`config.mk`:
```
export PLATFORM = sky130hd
export DESIGN_NAME = nx_stream_distributor
export DESIGN_NICKNAME = d
export VERILOG_FILES = /design/src/rtl/nx_stream_distributor.sv
export SDC_FILE = /design/constraint.sdc
export NUM_CORES = 1
export LEC_CHECK = 0
export ABC_AREA = 1
export BUFFER_PORTS_ARGS = -buffer_cell sky130_fd_sc_hd__buf_2
export CAP_MARGIN = 25
export CORE_ASPECT_RATIO = 0.7
export CORE_MARGIN = 3
export CORE_UTILIZATION = 56
export CTS_CLUSTER_SIZE = 20
export DETAILED_ROUTE_END_ITERATION = 10
export GPL_TIMING_DRIVEN = 1
export PLACE_DENSITY = 0.89
export SYNTH_ARGS = -nofsm -noshare
export SYNTH_HDL_FRONTEND = slang
export SYNTH_SLANG_ARGS = --single-unit
export TNS_END_PERCENT = 1
```
`constraint.sdc`:
```
create_clock -name clk_i -period 3.5 [get_ports clk_i]
set_input_delay 0.7 -clock clk_i [delete_from_list [all_inputs] [get_ports clk_i]]
set_output_delay 0.7 -clock clk_i [all_outputs]
set_load 0.01 [all_outputs]
```
`src/rtl/nx_stream_distributor.sv`:
```
// nx_stream_distributor: routes one inbound message stream through a single holding
// register into four per-direction FIFOs; a full target FIFO blocks only the inbound side.
module nx_stream_distributor #(
    parameter int STREAM_WIDTH = 32,
    parameter int FIFO_DEPTH   = 2
) (
    input  logic                    clk_i,
    input  logic                    rst_i,
    input  logic [STREAM_WIDTH-1:0] dist_data_i,
    input  logic [1:0]              dist_dir_i,
    input  logic                    dist_valid_i,
    output logic                    dist_ready_o,
    output logic [STREAM_WIDTH-1:0] north_data_o,
    output logic                    north_valid_o,
    input  logic                    north_ready_i,
    output logic [STREAM_WIDTH-1:0] east_data_o,
    output logic                    east_valid_o,
    input  logic                    east_ready_i,
    output logic [STREAM_WIDTH-1:0] south_data_o,
    output logic                    south_valid_o,
    input  logic                    south_ready_i,
    output logic [STREAM_WIDTH-1:0] west_data_o,
    output logic                    west_valid_o,
    input  logic                    west_ready_i,
    output logic                    idle_o
);

    localparam int NUM_DIRS = 4;
    localparam int PTR_W    = (FIFO_DEPTH > 1) ? $clog2(FIFO_DEPTH) : 1;
    localparam int LEVEL_W  = $clog2(FIFO_DEPTH) + 1;

    function automatic logic [PTR_W-1:0] next_ptr(input logic [PTR_W-1:0] ptr);
        if (ptr == PTR_W'(FIFO_DEPTH - 1)) return '0;
        return ptr + PTR_W'(1);
    endfunction

    function automatic logic [LEVEL_W-1:0] next_level(input logic [LEVEL_W-1:0] lvl,
                                                      input logic inc, input logic dec);
        case ({inc, dec})
            2'b10:   return lvl + LEVEL_W'(1);
            2'b01:   return lvl - LEVEL_W'(1);
            default: return lvl;
        endcase
    endfunction

    logic                    run_p0;
    logic                    hold_vld_p0;
    logic [STREAM_WIDTH-1:0] hold_data_p0;
    logic [1:0]              hold_dir_p0;

    logic [STREAM_WIDTH-1:0] fifo_mem_p1 [NUM_DIRS][FIFO_DEPTH];
    logic [PTR_W-1:0]        rd_ptr_p1   [NUM_DIRS];
    logic [PTR_W-1:0]        wr_ptr_p1   [NUM_DIRS];
    logic [LEVEL_W-1:0]      level_p1    [NUM_DIRS];

    logic [NUM_DIRS-1:0]     out_ready;
    logic [NUM_DIRS-1:0]     out_valid;
    logic [NUM_DIRS-1:0]     pop;
    logic [NUM_DIRS-1:0]     can_push;
    logic [NUM_DIRS-1:0]     push;
    logic [STREAM_WIDTH-1:0] out_data    [NUM_DIRS];
    logic                    fifo_empty_all;
    logic                    drain;
    logic                    load;

    assign out_ready = {west_ready_i, south_ready_i, east_ready_i, north_ready_i};

    // A full FIFO still accepts when its head leaves in the same cycle
    always_comb begin
        out_valid      = '0;
        pop            = '0;
        can_push       = '0;
        push           = '0;
        fifo_empty_all = 1'b1;
        for (int d = 0; d < NUM_DIRS; d++) begin
            out_valid[d] = (level_p1[d] != '0);
            pop[d]       = out_valid[d] & out_ready[d];
            can_push[d]  = (level_p1[d] < LEVEL_W'(FIFO_DEPTH)) |
                           ((level_p1[d] == LEVEL_W'(FIFO_DEPTH)) & pop[d]);
            push[d]      = hold_vld_p0 & (hold_dir_p0 == 2'(d)) & can_push[d];
            out_data[d]  = out_valid[d] ? fifo_mem_p1[d][rd_ptr_p1[d]] : '0;
            if (out_valid[d]) fifo_empty_all = 1'b0;
        end
    end

    assign drain        = |push;
    assign dist_ready_o = run_p0 & (~hold_vld_p0 | drain);
    assign load         = dist_valid_i & dist_ready_o;
    assign idle_o       = ~hold_vld_p0 & fifo_empty_all;

    // Stage p0: holding register control; run_p0 keeps ready low until the first edge after reset
    always_ff @(posedge clk_i or negedge rst_i) begin
        if (!rst_i) begin
            run_p0      <= 1'b0;
            hold_vld_p0 <= 1'b0;
        end else begin
            run_p0 <= 1'b1;
            if (load) begin
                hold_vld_p0 <= 1'b1;
            end else if (drain) begin
                hold_vld_p0 <= 1'b0;
            end
        end
    end

    // Stage p1: per-direction FIFO pointers and levels
    always_ff @(posedge clk_i or negedge rst_i) begin
        if (!rst_i) begin
            for (int d = 0; d < NUM_DIRS; d++) begin
                rd_ptr_p1[d] <= '0;
                wr_ptr_p1[d] <= '0;
                level_p1[d]  <= '0;
            end
        end else begin
            for (int d = 0; d < NUM_DIRS; d++) begin
                if (pop[d])  rd_ptr_p1[d] <= next_ptr(rd_ptr_p1[d]);
                if (push[d]) wr_ptr_p1[d] <= next_ptr(wr_ptr_p1[d]);
                level_p1[d] <= next_level(level_p1[d], push[d], pop[d]);
            end
        end
    end

    always_ff @(posedge clk_i) begin
        if (load) begin
            hold_data_p0 <= dist_data_i;
            hold_dir_p0  <= dist_dir_i;
        end
        for (int d = 0; d < NUM_DIRS; d++) begin
            if (push[d]) fifo_mem_p1[d][wr_ptr_p1[d]] <= hold_data_p0;
        end
    end

    assign north_data_o  = out_data[0];
    assign east_data_o   = out_data[1];
    assign south_data_o  = out_data[2];
    assign west_data_o   = out_data[3];
    assign north_valid_o = out_valid[0];
    assign east_valid_o  = out_valid[1];
    assign south_valid_o = out_valid[2];
    assign west_valid_o  = out_valid[3];

endmodule
```
**Word-level counts from Yosys, hierarchy flattened**

Memory sizes are Yosys's and may differ from the RTL's.
Cells that the tools add are included.

- Bits in registers: 52
- Bits in latches: 0
- Memory bits (writable): 256
- Bits in read-only memories: 0
- Bits of input ports: 41
- Output and inout bits: 134
- Memories: 1

- Add/subtract/negate cells: 16
- Multiply operators: 0
- Divide/modulo/power cells: 0
- Order comparisons: 16
- Eq/ne operators: 15
- Shift-type cells: 0
- Muxes and demuxes: 83
- Bitwise operators: 33
- Reductions and logical operators: 18

Memory list:

| memory | depth | width | read ports | clocked after Yosys merged registers in | write ports | RTL line | RTL |
|---|---|---|---|---|---|---|---|
| fifo_mem_p1 | 4 | 64 | 4 | 0 | 1 | 51 | `logic [STREAM_WIDTH-1:0] fifo_mem_p1 [NUM_DIRS][FIFO_DEPTH];` |

Operators with widths:

| operator | count |
|---|---|
| $mux W32 | 20 |
| $mux W64 | 10 |
| $reduce_or A64 Y1 | 3 |
| $demux W32 S1 | 4 |
| $mux W1 | 42 |
| $eq A2 B2 Y1 const B | 10 |
| $and A1 B1 Y1 | 19 |
| $reduce_bool A2 Y1 | 9 |
| $ge A2 B2 Y1 const B | 8 |
| $not A1 Y2 | 8 |
| $pmux W2 S2 | 4 |
| $eq A2 B1 Y1 const B | 5 |
| $add A1 B1 Y1 const B | 8 |
| $add A2 B1 Y2 const B | 4 |
| $lt A2 B1 Y1 const B | 4 |
| $lt A2 B2 Y1 const B | 4 |
| $sub A2 B1 Y2 const B | 4 |
| $mux W2 | 3 |
| $or A1 B1 Y1 | 5 |
| $logic_and A1 B1 Y1 | 4 |
| $reduce_or A4 Y1 | 1 |
| $logic_not A2 Y1 | 1 |
| $not A1 Y1 | 1 |

**Logic depth before layout (Yosys ltp)**

Gate-level depths: netlist (run 1).

- Word-level depth: 11
- Mapped depth: 8
- Mapped depth without buffers: 8

**Worst setup path before layout (run 1)**

OpenSTA, ideal clock, no wires.

- Path type: input port to flip-flop
- Start: input port north_ready_i
- End: register hold_data_p0[0], enable pin
- Data arrival time: 2.572 ns
- Required time: 3.075 ns
- Slack: 0.503 ns
- Stages: 6
- Buffers on the path: 0
- Path through: inv_1 o21ai_2 nand2_1 nand2_1 o21bai_2 nor2_1

- Longest elaborated chain between the ends: 8

RTL lines:

| element | RTL line | RTL |
|---|---|---|
| from (decl) | 15 | `input logic north_ready_i,` |
| $and A1 B1 Y1 | 77 | `pop[d] = out_valid[d] & out_ready[d];` |
| $and A1 B1 Y1 | 79 | `((level_p1[d] == LEVEL_W'(FIFO_DEPTH)) & pop[d]);` |
| $or A1 B1 Y1 | 78 | `can_push[d] = (level_p1[d] < LEVEL_W'(FIFO_DEPTH)) \|` |
| $and A1 B1 Y1 | 80 | `push[d] = hold_vld_p0 & (hold_dir_p0 == 2'(d)) & can_push[d];` |
| $reduce_or A4 Y1 | 86 | `assign drain = \|push;` |
| $or A1 B1 Y1 | 87 | `assign dist_ready_o = run_p0 & (~hold_vld_p0 \| drain);` |
| $and A1 B1 Y1 | 87 |  |
| $and A1 B1 Y1 | 88 | `assign load = dist_valid_i & dist_ready_o;` |
| via load | 64 | `logic load;` |
| to (signal assigned) | 125 | `hold_data_p0 <= dist_data_i;` |
| to (decl) | 48 | `logic [STREAM_WIDTH-1:0] hold_data_p0;` |

The timed path passes the listed nets, and every way through them passes these cells.
A chain may end at the register's enable or synchronous reset.

**Worst setup path after layout (run 1)**

- Start: register rd_ptr_p1[0] (netlist name)
- End: output port west_data_o[28]

- Longest elaborated chain between the ends: 5

RTL lines:

| element | RTL line | RTL |
|---|---|---|
| from (decl) | 52 | `logic [PTR_W-1:0] rd_ptr_p1 [NUM_DIRS];` |
| from (signal, indexed assignment) | 116 | `if (pop[d]) rd_ptr_p1[d] <= next_ptr(rd_ptr_p1[d]);` |
| $not A1 Y2 (implied by the code) | 81 | `out_data[d] = out_valid[d] ? fifo_mem_p1[d][rd_ptr_p1[d]] : '0;` |
| $mux W32 (implied by the code) (3 in a row) | 81 |  |
| $mux W32 | 81 |  |
| to (decl) | 22 | `output logic [STREAM_WIDTH-1:0] west_data_o,` |

Every way passes these cells. The select of a mux whose other input is x is not followed.

==> results.tsv, run 1 <==
metric	value	unit
outcome	completed	
DR pass1 iterations	5	
Die ar.	22400	sq um
#FFs+latches synth	308	
worst skew pair latency	0.53	ns
Die W	177	um
syn_area_per_cell	13.9	sq um
Final period util	87.6	%
type of the worst setup path	register to output pin	
unrepaired setup endpoints after global routing	false	
Slew HR	32.2	%
postcts setup bufs	0	
vias in the first global route	7168	
Peak supply drop	456	uV
Slew Viols, Final	0	
leakage	5.19	nW
Antenna Nets Post-Route	0	
Power Density	859	nW/um^2
Tmin final	3.07	ns
Post-route DRC	0	
post-cts sizing count	0	
DIE HEIGHT	126	um
WP data arrival	2.37	ns
Fillers	1341	
Hold Buf Count CTS	0	
crit path capture type	output pin	
Final GP Congestion	0.816	
Vias	7349	
Synth Net Count	875	
Slew @ Worst Pin	1.01	ns
post-DR vias/cell	5.65	
Final Util	67.8	%
CP Max Fanout	20	
CTS Sinks	308	
worst reg-to-reg setup slack	1.14	ns
most common cell after layout, fill and taps aside	edfxtp_1	
ANT cells	0	
DP Wirelength	17.6	mm
Clk pin slew, worst setup/hold paths	0.06	ns
critical path required time	2.80	ns
share of cells above drive strength 1	24.9	%
routed len/inst	21.4	um
# IOs	175	
CTS Buffer Depth	3	
HP Class	input port to async pin	
setup TNS	0	ns
Root Driver	clkbuf_16	
GRT Overall Usage	24.8	%
FMAX	326	MHz
largest net degree at the start of global routing	35	
First DRT Iteration DRCs	786	
Num CTS Buffers	27	
most frequent cells in the layout	edfxtp_1, nand2_1, buf_2	
initial antenna violation count	1	
first-pass GRT wire length	41.6	mm
synthesized cell area	11500	sq um
FP Rows	43	
Synth cell types	24	
Area growth syn-to-layout	17.7	%
final hold vios	0	
routed wire length	27.8	mm
Core ar.	20000	sq um
Synthesis Warnings	0	
# setup viols final	0	
register area share after synthesis	79.4	%
initial core utilization	57.6	%
skew final	0.00766	ns
H-tree levels	1	
GRT overflow	0	
Post-Synthesis Cells	830	
Max Cap Viol	0	
Port-buffer cells	174	
Tot Pwr	11.7	mW
Layout Nets	1058	
CTS tree	built	
crit start category	register	
## final timing paths
path / from / endpoint / depth (start not counted)
worst max-delay path: rd_ptr_p1[0] / west_data_o[28] / 5
worst min-delay path: rst_i / level_p1[3] / 1
worst max register to register: hold_vld_p0 / hold_data_p0[16] / 7
worst min register to register: level_p1[2] / level_p1[2] / 1
max in group asynchronous: rst_i / rd_ptr_p1[3] / 1
min in group clk_i: dist_data_i[19] / hold_data_p0[19] / 1
## report_power, final
part / switching (mW) / internal [mW]
clock network: 1.23 / 1.55
logic: 2.77 / 1.24
registers: 0.288 / 4.58
total: 4.29 / 7.37
## worst max-delay path, stage by stage (launching register included)
cell     delay [ns]
dfrtp_2        0.42
inv_1          0.53
buf_4          0.34
nand2_1        0.09
a21oi_1        0.26
buf_2          0.19
## final cells by class
type                    instances  area (sq um)  share of cell area [%]
flip-flops and latches        308          9160                    67.5
multi-input cells             457          2120                    15.6
repair buffers                194          1050                    7.71
clock buffers                  37           743                    5.48
well taps                     270           338                    2.49
inverters                      25          93.8                   0.691
clock inverters                10          72.6                   0.535
## layer usage
| layer | vias up | wire [um] | track usage (%) |
|---|---|---|---|
| met2 | 472 | 12600 | 37.9 |
| met3 | 56 | 3290 | 5.21 |
| li1 | 3254 | - | - |
| met1 | 3567 | 11200 | 37.1 |
| met5 | - | 0 | 0 |
| met4 | 0 | 693 | 6.46 |
## flip-flops by register name, indices dropped and copies added (netlist names)
| register | flops |
|---|---|
| fifo_mem_p1 | 256 |
| hold_data_p0 | 32 |
| level_p1 | 8 |
| rd_ptr_p1 | 4 |
| wr_ptr_p1 | 4 |
| hold_dir_p0 | 2 |
| hold_vld_p0 | 1 |
| run_p0 | 1 |
## metrics by stage
stage	instances	hold WS [ns]	setup slack (ns)	area [sq um]
after detailed placement	1252	0.511	0.855	12700
after global placement	1252	0.503	0.980	12700
after global routing	1301	0.127	0.320	13600
after CTS	1299	0.105	0.420	13500
final	1301	0.102	0.434	13600
after floorplan	830	0.404	0.503	11500
## synthesized netlist by cell type, drive strengths merged
master / n / area share (%)
nor3: 1 / 0.043
ha: 4 / 0.43
o21ai: 5 / 0.25
buf: 40 / 2.1
edfxtp: 290 / 76
nand2: 270 / 8.9
dfrtp: 18 / 3.9
nor2: 24 / 0.93
conb: 1 / 0.033
inv: 25 / 0.81
xor2: 5 / 0.38
a21oi: 136 / 5.9
o22ai: 1 / 0.054
nand3: 2 / 0.13
xnor2: 7 / 0.53
o21bai: 1 / 0.098
## cell families after synthesis
| group | count (synthesis) | synth area share, % |
|---|---|---|
| AO/OA/AOI/OAI | 143 | 6.31 |
| XOR/XNOR | 12 | 0.912 |
| adder cells (fa/ha/maj) | 4 | 0.434 |
| buffers and inverters | 65 | 2.91 |
| flip-flops | 308 | 79.4 |
| other | 1 | 0.0325 |
| AND/OR/NAND/NOR | 297 | 9.96 |
No activity file was read; power rests on OpenSTA's default activity.
==> run 2: changes to the inputs <==
- ABC_AREA: 1 -> unset
==> run 2 against run 1 <==
  * Hold slack got worse by 0.022 ns
  * Die area rose by 0.24%
  * Largest power group unchanged
  * Fmax rose by 2.4%
  * Core utilization rose by 0.78 points
  * Critical path type unchanged
  * Clock skew rose by 0.0040 ns
  * Non-clock buffer count did not move
  * Sequential share of layout area fell by 0.74 points
  * Combinational power fell by 9.5%
==> results.tsv, run 2 <==
metric	value	unit	change
outcome	completed		
Slew Viols, Final	0		unchanged
register area share after synthesis	79.2	%	-0.20 points
Switch Pwr	3.99	mW	-6.8%
post-DR vias/cell	5.59		-1.0%
Synthesis Warnings	0		unchanged
worst skew pair latency	0.54	ns	about the same
number of enable flip-flop cells after synthesis	290		unchanged
Post-route DRC	0		unchanged
crit path cell chain	buf_4, mux2i_1, nor2_1, buf_2		
Final period util	85.5	%	-2.1 points
CTS Buffer Depth	3		unchanged
setup TNS	0	ns	unchanged
Worst R2R Path Depth	7		unchanged
crit path capture type	output pin		
FMAX	334	MHz	+2.4%
clock power share	23.7	%	about the same
Slew @ Worst Pin	1.03	ns	+0.0172 ns
max FFs per register	256		unchanged
initial antenna violation count	3		+2
largest net degree at the start of global routing	34		-2.9%
HP Class	input port to async pin		
H-tree levels	1		unchanged
vias in the first global route	6464		-9.8%
CP max stage cell	dfrtp_2		
CP startpoint	rd_ptr_p1[3]		
most common cell after layout, fill and taps aside	edfxtp_1		
Multi-input gate area	2320	sq um	+9.8%
# setup viols final	0		unchanged
share of cells above drive strength 1	28.0	%	+3.1 points
GRT overflow	0		unchanged
worst reg-to-reg setup slack	1.13	ns	about the same
Die ar.	22400	sq um	+0.24%
hold slack	0.0801	ns	-0.0221 ns
Clk pin slew, worst setup/hold paths	0.06	ns	about the same
Num CTS Buffers	28		+3.7%
#FFs+latches synth	308		unchanged
Slew HR	31.2	%	-0.99 points
post-cts sizing count	0		unchanged
synth cell count leaders	edfxtp_1, nor2_1, mux2i_1		
Comb power frac	31.4	%	-3.0 points
Yosys top cell area share	75.3	%	-0.19 points
critical path endpoint	north_data_o[14]		
WP data arrival	2.29	ns	-0.08 ns
Critical R2R Capture	level_p1[5]		
Post-Synthesis Cells	671		-19%
DR pass1 iterations	5		unchanged
Fillers	1319		-1.6%
routed wire length	25.8	mm	-7.5%
Vias	6464		-12%
synthesized cell area	11600	sq um	+0.25%
Int Pwr	7.54	mW	+2.4%
unrepaired setup endpoints after global routing	false		
top post-synthesis cells by area	edfxtp_1, mux2i_1, nor2_1, dfrtp_1, xnor2_1		
GRT Overall Usage	23.2	%	-1.6 points
Max Cap Viol	0		unchanged
Area growth syn-to-layout	18.8	%	
postcts setup bufs	0		unchanged
skew final	0.0117	ns	+0.00400 ns
Met1 Wirelength	10.6	mm	-5.6%
routed len/inst	22.3	um	+4.1%
Synth Net Count	716		-18%
Reg-to-Reg Start	level_p1[4]		
Hold Buf Count CTS	0		unchanged
Core ar.	20000	sq um	unchanged
Final GP Congestion	0.808		-0.96%
Sequential Power Share	44.9	%	+3.1 points
crit start category	register		
Yosys top cell by area	edfxtp_1		
most frequent cell after synthesis	edfxtp_1		
routed wl met2	11.8	mm	-6.7%
type of the worst setup path	register to output pin		
register area	9160	sq um	about the same
Layout Nets	910		-14%
initial core utilization	57.7	%	+0.14 points
Power Density	841	nW/um^2	-2.1%
DIE HEIGHT	126	um	+0.12%
DP Wirelength	16.6	mm	-5.9%
leakage	5.33	nW	+2.8%
Tmin final	2.99	ns	-0.0722 ns
syn_area_per_cell	17.2	sq um	+24%
First DRT Iteration DRCs	674		-14%
critical path required time	2.80	ns	about the same
Peak supply drop	454	uV	-0.44%
Synth cell types	23		-4.2%
final hold vios	0		unchanged
first-pass GRT wire length	38.8	mm	-6.6%
Port-buffer cells	174		unchanged
FFs w/ async S/R, synth	5.84	%	unchanged
Largest stage delay, worst path	1.05	ns	+0.52 ns
top_reg_cell synth	edfxtp_1		
# IOs	175		unchanged
Max Used Layer	met5		
Root Driver	clkbuf_16		
Die W	178	um	+0.12%
CTS Sinks	308		unchanged
CTS tree	built		
switching share of power	34.6	%	-2.2 points
ANT cells	0		unchanged
WL met3	2.79	mm	-15%
most frequent cells in the layout	edfxtp_1, buf_2, nor2_1		
Antenna Nets Post-Route	0		unchanged
CP Max Fanout	29		+45%
FP Rows	43		unchanged
==> run 2: cell type report <==
class,instances,share of cell area [%]
sequential,308,66.8
multi-input combinational,320,16.9
tap,270,2.46
clock inverter,14,0.620
inverter,13,0.355
clock buffer,37,5.35
timing repair buffer,194,7.53
==> run 2: metal layers <==
layer | vias to the layer above | track usage, %
met5 | - | 0
met2 | 361 | 35.3
met1 | 3192 | 34.1
met4 | 6 | 5.72
li1 | 2848 | -
met3 | 57 | 6.06
==> run 2: worst min path at each step <==
stage | start | end | slack (ns) | cells after the start
after global placement | level_p1[7] | level_p1[7] | 0.54 | 1
after detailed placement | wr_ptr_p1[2] | wr_ptr_p1[2] | 0.54 | 1
final | rst_i | level_p1[1] | 0.08 | 1
after CTS | rst_i | wr_ptr_p1[0] | 0.08 | 1
after floorplan | rst_i | hold_vld_p0 | 0.40 | 0
after global routing | rst_i | level_p1[1] | 0.11 | 1
==> run 2: per-stage QoR <==
step | utilization [%] | area [sq um] | power (mW) | worst slack, ns | std cells
floorplan | - | 11600 | 7.16 | 0.542 | 671
global placement | 64.4 | 12900 | 8.74 | 0.926 | 1104
detailed placement | 64.4 | 12900 | 8.86 | 0.917 | 1104
CTS | 68.5 | 13700 | 11.6 | 0.482 | 1155
global route | 68.6 | 13700 | 12.1 | 0.446 | 1156
finish | 68.6 | 13700 | 11.5 | 0.507 | 1156
==> run 2: cells by family (layout without fill, tap and decap cells) <==
| group | after synthesis | in the layout | synth area share, % |
|---|---|---|---|
| AOI/OAI and AO/OA | 8 | 8 | 0.671 |
| xor gates and xnor gates | 20 | 20 | 1.52 |
| adders and majority gates | 4 | 4 | 0.433 |
| buffers and inverters | 43 | 258 | 1.59 |
| DFF | 308 | 308 | 79.2 |
| muxes | 128 | 128 | 11.1 |
| other | 1 | 1 | 0.0324 |
| and+or+nand+nor | 159 | 159 | 5.42 |
==> run 2: critical path, delay by kind of cell, from the launching register on <==
family,cells,cell delay [ns]
flip-flops,1,1.05
buffers and inverters,2,0.43
AND/OR/NAND/NOR,1,0.07
multiplexers,1,0.19
==> run 2: power by group through the flow <==
stage               sequential (mW)  combinational [mW]  clock [mW]
floorplan                      4.86                2.30           0
global placement               5.27                3.47           0
detailed placement             5.32                3.54           0
CTS                            5.24                3.57        2.78
global route                   5.24                3.90        2.94
finish                         5.18                3.62        2.73
